`src/rtl/cam_frame_capture.sv`:
```
// cam_frame_capture: turns a DVP-style camera byte stream (RGB565, high byte
// first) into RGB332 frame-buffer writes with linear addressing y*WIDTH+x.
// Build option: define CAM_CAPTURE_TEST_PATTERN_EN to replace the pixel data
// with vertical colour bars while keeping timing, addressing and W_EN.
//
// state   | meaning
// --------+-------------------------------------------------------------
// IDLE    | after reset; waiting for the first VSYNC, nothing is written
// VBLANK  | vertical blank; x, y and byte phase held cleared
// ACTIVE  | frame lines arriving; pixels assembled and written
module cam_frame_capture #(
    parameter int WIDTH  = 176,
    parameter int HEIGHT = 144
) (
    input  logic        CLK,
    input  logic        RES_N,
    input  logic        VSYNC,
    input  logic        HREF,
    input  logic [7:0]  D,
    output logic [7:0]  PIXEL,
    output logic [14:0] W_ADDR,
    output logic        W_EN,
    output logic        FRAME_DONE,
    output logic        ERR
);

    localparam int XW = $clog2(WIDTH + 1);
    localparam int YW = $clog2(HEIGHT + 1);
    localparam logic [XW-1:0] X_END = XW'(WIDTH);
    localparam logic [YW-1:0] Y_END = YW'(HEIGHT);

    typedef enum logic [1:0] {
        S_IDLE   = 2'd0,
        S_VBLANK = 2'd1,
        S_ACTIVE = 2'd2
    } state_t;

    state_t          state_q, state_d;
    logic [XW-1:0]   x_q, x_d;
    logic [YW-1:0]   y_q, y_d;
    logic            phase_q, phase_d;
    logic            href_q, href_d;
    logic [7:0]      pixel_q, pixel_d;
    logic [14:0]     waddr_q, waddr_d;
    logic            wen_q, wen_d;
    logic            fdone_q, fdone_d;
    logic            err_q, err_d;
    logic [14:0]     addr_cur;
    logic [7:0]      pixel_new;

`ifndef CAM_CAPTURE_TEST_PATTERN_EN
    logic [2:0]      r_q, r_d;
    logic [2:0]      g_q, g_d;
`endif

    // Linear address of the pixel at the current x,y; fits 15 bits for x<WIDTH, y<HEIGHT.
    assign addr_cur = 15'(y_q) * 15'(WIDTH) + 15'(x_q);

    // Pixel value written when the second byte of a pair arrives.
    always_comb begin
`ifdef CAM_CAPTURE_TEST_PATTERN_EN
        if (x_q < XW'(WIDTH / 3)) begin
            pixel_new = 8'hE0;
        end else if (x_q < XW'((2 * WIDTH) / 3)) begin
            pixel_new = 8'h1C;
        end else begin
            pixel_new = 8'h03;
        end
`else
        pixel_new = {r_q, g_q, D[4:3]};
`endif
    end

    // Next-state and datapath decode for the capture FSM.
    always_comb begin
        state_d = state_q;
        x_d     = x_q;
        y_d     = y_q;
        phase_d = phase_q;
        href_d  = href_q;
        pixel_d = pixel_q;
        waddr_d = waddr_q;
        wen_d   = 1'b0;
        fdone_d = 1'b0;
        err_d   = err_q;
`ifndef CAM_CAPTURE_TEST_PATTERN_EN
        r_d     = r_q;
        g_d     = g_q;
`endif
        case (state_q)
            S_IDLE: begin
                if (VSYNC) begin
                    state_d = S_VBLANK;
                end
            end
            S_VBLANK: begin
                x_d     = '0;
                y_d     = '0;
                phase_d = 1'b0;
                href_d  = 1'b0;
                if (!VSYNC) begin
                    state_d = S_ACTIVE;
                end
            end
            S_ACTIVE: begin
                if (VSYNC) begin
                    // Frame ends here even mid-line; a half-assembled pixel is simply dropped.
                    state_d = S_VBLANK;
                    fdone_d = 1'b1;
                    phase_d = 1'b0;
                    href_d  = 1'b0;
                end else begin
                    href_d = HREF;
                    if (HREF) begin
                        phase_d = ~phase_q;
                        if (!phase_q) begin
`ifndef CAM_CAPTURE_TEST_PATTERN_EN
                            r_d = D[7:5];
                            g_d = D[2:0];
`endif
                        end else if ((x_q < X_END) && (y_q < Y_END)) begin
                            wen_d   = 1'b1;
                            pixel_d = pixel_new;
                            waddr_d = addr_cur;
                            x_d     = x_q + XW'(1);
                        end else begin
                            err_d = 1'b1;
                        end
                    end else if (href_q) begin
                        x_d     = '0;
                        phase_d = 1'b0;
                        if (y_q < Y_END) begin
                            y_d = y_q + YW'(1);
                        end
                        if (phase_q) begin
                            err_d = 1'b1;
                        end
                    end
                end
            end
            default: begin
                state_d = S_IDLE;
            end
        endcase
    end

    // State register with synchronous active-low reset.
    always_ff @(posedge CLK) begin
        if (!RES_N) begin
            state_q <= S_IDLE;
        end else begin
            state_q <= state_d;
        end
    end

    // Datapath registers; reset also kills a write that would otherwise issue this cycle.
    always_ff @(posedge CLK) begin
        if (!RES_N) begin
            x_q     <= '0;
            y_q     <= '0;
            phase_q <= 1'b0;
            href_q  <= 1'b0;
            pixel_q <= 8'h00;
            waddr_q <= '0;
            wen_q   <= 1'b0;
            fdone_q <= 1'b0;
            err_q   <= 1'b0;
`ifndef CAM_CAPTURE_TEST_PATTERN_EN
            r_q     <= '0;
            g_q     <= '0;
`endif
        end else begin
            x_q     <= x_d;
            y_q     <= y_d;
            phase_q <= phase_d;
            href_q  <= href_d;
            pixel_q <= pixel_d;
            waddr_q <= waddr_d;
            wen_q   <= wen_d;
            fdone_q <= fdone_d;
            err_q   <= err_d;
`ifndef CAM_CAPTURE_TEST_PATTERN_EN
            r_q     <= r_d;
            g_q     <= g_d;
`endif
        end
    end

    assign PIXEL      = pixel_q;
    assign W_ADDR     = waddr_q;
    assign W_EN       = wen_q;
    assign FRAME_DONE = fdone_q;
    assign ERR        = err_q;

endmodule

```
`config.mk`:
```
export PLATFORM = sky130hd
export DESIGN_NAME = cam_frame_capture
export DESIGN_NICKNAME = d
export VERILOG_FILES = /design/src/rtl/cam_frame_capture.sv
export SDC_FILE = /design/constraint.sdc
export NUM_CORES = 1
export LEC_CHECK = 0
export BUFFER_PORTS_ARGS = -buffer_cell sky130_fd_sc_hd__buf_2
export CORE_MARGIN = 8
export CORE_UTILIZATION = 58
export DETAILED_ROUTE_END_ITERATION = 8
export PLACE_DENSITY = 0.78
export SYNTH_ARGS = -nofsm -noshare
export SYNTH_HDL_FRONTEND = slang
export SYNTH_SLANG_ARGS = --single-unit
```
`constraint.sdc`:
```
create_clock -name CLK -period 3.95 [get_ports CLK]
set_input_delay 0.395 -clock CLK [delete_from_list [all_inputs] [get_ports CLK]]
set_output_delay 0.395 -clock CLK [all_outputs]
set_load 0.05 [all_outputs]
```
==> impl_metrics.py <==
metrics = {
    "outcome": {
        "status": "complete, no violations",
    },
    "clock_network": {
        "h-tree-depth": 2,
        "cts_resized": 0,
        "tritoncts": "built",
        "cts_setup_buffers": 0,
        "numCtsBuffers": 5,
        "clockBufferDepth": 2,
        "cts.reportedPaths.clkPinSlew_ns": 0.10,
        "cts_root_buffer": "clkbuf_8",
        "clock_latency_ns": 0.31,
        "clock_sinks": 52,
        "cts_hold_buf": 0,
    },
    "critical_path": {
        "worstPathRequired_ns": 4.18,
        "cpMaxStageDelayCell": "fa_1",
        "setup.worst_path.end_class": "flip-flop",
        "cp_max_fo": 7,
        "slowest_delay_ns": 0.51,
        "crit_chain": "ha_1 -> inv_1 -> fa_1 -> inv_1 -> ha_1 -> o21a_2 -> a21oi_1 -> or4_1 -> o2111a_2 -> or4_1 -> a31oi_1",
        "path_buf_inv": 2,
        "crit_type": "reg -> reg",
        "path_delay_family": "adder cells",
        "start_kind": "flip-flop",
        "arrival_ns": 3.55,
    },
    "drt": {
        "drtPass1Iterations": 4,
        "routed_wirelength_mm": 6.00,
        "routedWlPerCell_um": 13.1,
        "drt_iter0_drc": 84,
        "post-route-drc-count": 0,
        "detail-route-antenna-nets": 0,
        "num_vias": 2461,
        "detail_route.vias_per_cell": 5.36,
    },
    "floorplanning": {
        "fp-row-count": 26,
        "ios": 38,
        "core-area_um2": 5040,
        "die_height_um": 87.9,
        "fp.dieArea_um2": 7730,
        "initial_core_util": 0.595,
        "die_w_um": 87.9,
    },
    "pwr": {
        "irDropWorstVdd_mv": 0.154,
        "power_density_nw_per_um2": 285,
        "cellLeakagePower_nw": 1.51,
    },
    "synth": {
        "synthCells": 353,
        "avgSynthCellArea_um2": 8.50,
        "yosysWarnings": 0,
        "ys_seq_elements": 52,
        "synth_area_um2": 3000,
        "syn-num-nets": 398,
        "async_flop_share": 0,
        "synth_edf_count": 0,
        "synth_seq_area_share": 0.347,
        "synth_ff_type": "dfxtp_1",
        "synth.distinct_cells": 48,
    },
    "global_route": {
        "grt_pass1_vias": 2263,
        "grt_overflow_total": 0,
        "grt_max_degree": 36,
        "grt_pass1_wl_mm": 9.88,
        "antenna_found_initial": 0,
        "track_usage": 0.160,
    },
    "timing": {
        "hold_violations": 0,
        "hold-worst-slack_ns": 0.316,
        "worstMarginPinSlew_ns": 0.911,
        "grt_setup_unrepaired": "false",
        "fin_crit_sh": 0.840,
        "slew_violations": 0,
        "setup_viol": 0,
        "max_slew_margin": 0.389,
        "fin_tns_setup_ns": 0,
        "finalCriticalPeriod_ns": 3.32,
        "fmax_mhz": 301,
        "fin_worst_skew_ns": 0.00647,
    },
    "layout": {
        "syn2layout_area_growth_pct": 12.0,
        "num-nets-final": 433,
        "insertedDiodeCount": 0,
        "fillers": 435,
        "drive_above_1_share": 0.136,
        "multiInputGateArea_um2": 1820,
        "area.sequential_um2": 1040,
    },
    "placed_design": {
        "hpwl_mm": 4.56,
        "gp_congestion": 0.811,
        "portBuffers": 37,
    },
    "job": {
        "max_cap_violations": 0,
    },
    "worst_hold_path": {
        "min_path_type": "in -> reg",
    },
}
per-layer routing:
metal	track usage	vias to the layer above	wire length, um
li1	-	1278	-
met1	0.191	1141	2690
met2	0.280	34	2960
met3	0.0338	8	295
met4	0.0422	0	56
met5	0	-	0
worst min-delay path, cell delays in order:
cell and delay [ns]:
buf_2 0.09, nand2_1 0.04, a21oi_1 0.05
sequential cells by signal, indices dropped and copies added, names as in the netlist, 2 cells and up:
name and flops:
PIXEL 8, W_ADDR 15, g_q 3, r_q 3
state_q 2, x_q 8, y_q 8
cells by family after synthesis:
logic type / share of synthesized area
fa+ha+maj: 0.153
compound gates: 0.164
mux: 0.0234
buf+inv: 0.0467
flops: 0.347
xor+xnor: 0.0642
simple gates: 0.202
path summary, 6_finish.rpt:
kind / slack, ns / cells after the start / startpoint / endpoint
worst min-delay path: 0.32 / 3 / D[4] / PIXEL[1]$_SDFFE_PN0P_
worst max-delay path: 0.63 / 11 / y_q[4]$_SDFFE_PN0P_ / W_ADDR[14]$_SDFFE_PN0P_
worst max register to register: 0.63 / 11 / y_q[4]$_SDFFE_PN0P_ / W_ADDR[14]$_SDFFE_PN0P_
worst min register to register: 0.45 / 2 / PIXEL[3]$_SDFFE_PN0P_ / PIXEL[3]$_SDFFE_PN0P_
power by group:
group / leakage, nW / total [mW] / internal, mW / switching (mW)
sequential: 0.419 / 0.531 / 0.527 / 0.00329
combinational: 1.03 / 0.0529 / 0.0175 / 0.0354
clock: 0.0600 / 0.374 / 0.192 / 0.182
cells in the mapped netlist, types with 2 or more instances:
cell,n,area share
dfxtp_1,52,0.35
nand2_1,46,0.058
nor2_1,42,0.053
a21oi_1,27,0.045
ha_1,27,0.11
inv_1,25,0.031
xnor2_1,11,0.032
xor2_1,11,0.032
a211oi_1,8,0.020
clkbuf_1,8,0.010
nand3_1,8,0.013
and2_1,7,0.015
mux2i_1,7,0.023
fa_1,6,0.040
o21ai_0,6,0.010
a21o_1,5,0.013
a31oi_1,4,0.0083
nand4_1,4,0.0083
and3_1,3,0.0063
and4_1,3,0.0088
nand2b_1,3,0.0063
nor2b_1,3,0.0063
nor3_1,3,0.0050
o2111ai_1,3,0.0088
o31a_1,3,0.0088
buf_1,2,0.0025
nand3b_1,2,0.0050
nor3b_1,2,0.0050
o31ai_1,2,0.0050
or4_1,2,0.0050
cell type report:
class | instances | area share
repair buffers | 39 | 0.0596
clock buffers | 5 | 0.0205
clock inverters | 3 | 0.0138
inverters | 26 | 0.0291
well taps | 70 | 0.0261
multi-input cells | 264 | 0.541
flip-flops and latches | 52 | 0.310
layout by cell type, fill, tap and decap left out, types with 2 or more instances in the layout:
cell type  count
fa_1           6
and2_1         7
nor2b_1        3
o31ai_1        2
buf_4          2
a211oi_1       8
nand3_1        8
or4_1          2
o21ai_0        6
xnor2_1       11
ha_1          27
o2111ai_1      3
dfxtp_1       52
clkbuf_8       5
xor2_1        11
mux2i_1        7
nor3_1         3
buf_2         37
nor3b_1        2
inv_1         25
nand3b_1       2
nor2_1        42
a31oi_1        4
a21oi_1       27
nand4_1        4
a21o_1         5
o31a_1         3
and4_1         3
nand2_1       46
and3_1         3
nand2b_1       3
per-stage QoR:
step                      cell area, um^2  worst slack, ns  power [mW]  utilization  instances
final                                3360            0.632       0.958        0.666        459
after detailed placement             3240            0.680       0.596        0.643        451
after global placement               3240            0.800       0.594        0.643        451
after floorplan                      3000            0.883       0.580            -        353
after global routing                 3360            0.466        1.00        0.666        459
after CTS                            3360            0.604       0.965        0.666        459
No activity file was read; power rests on OpenSTA's default activity.
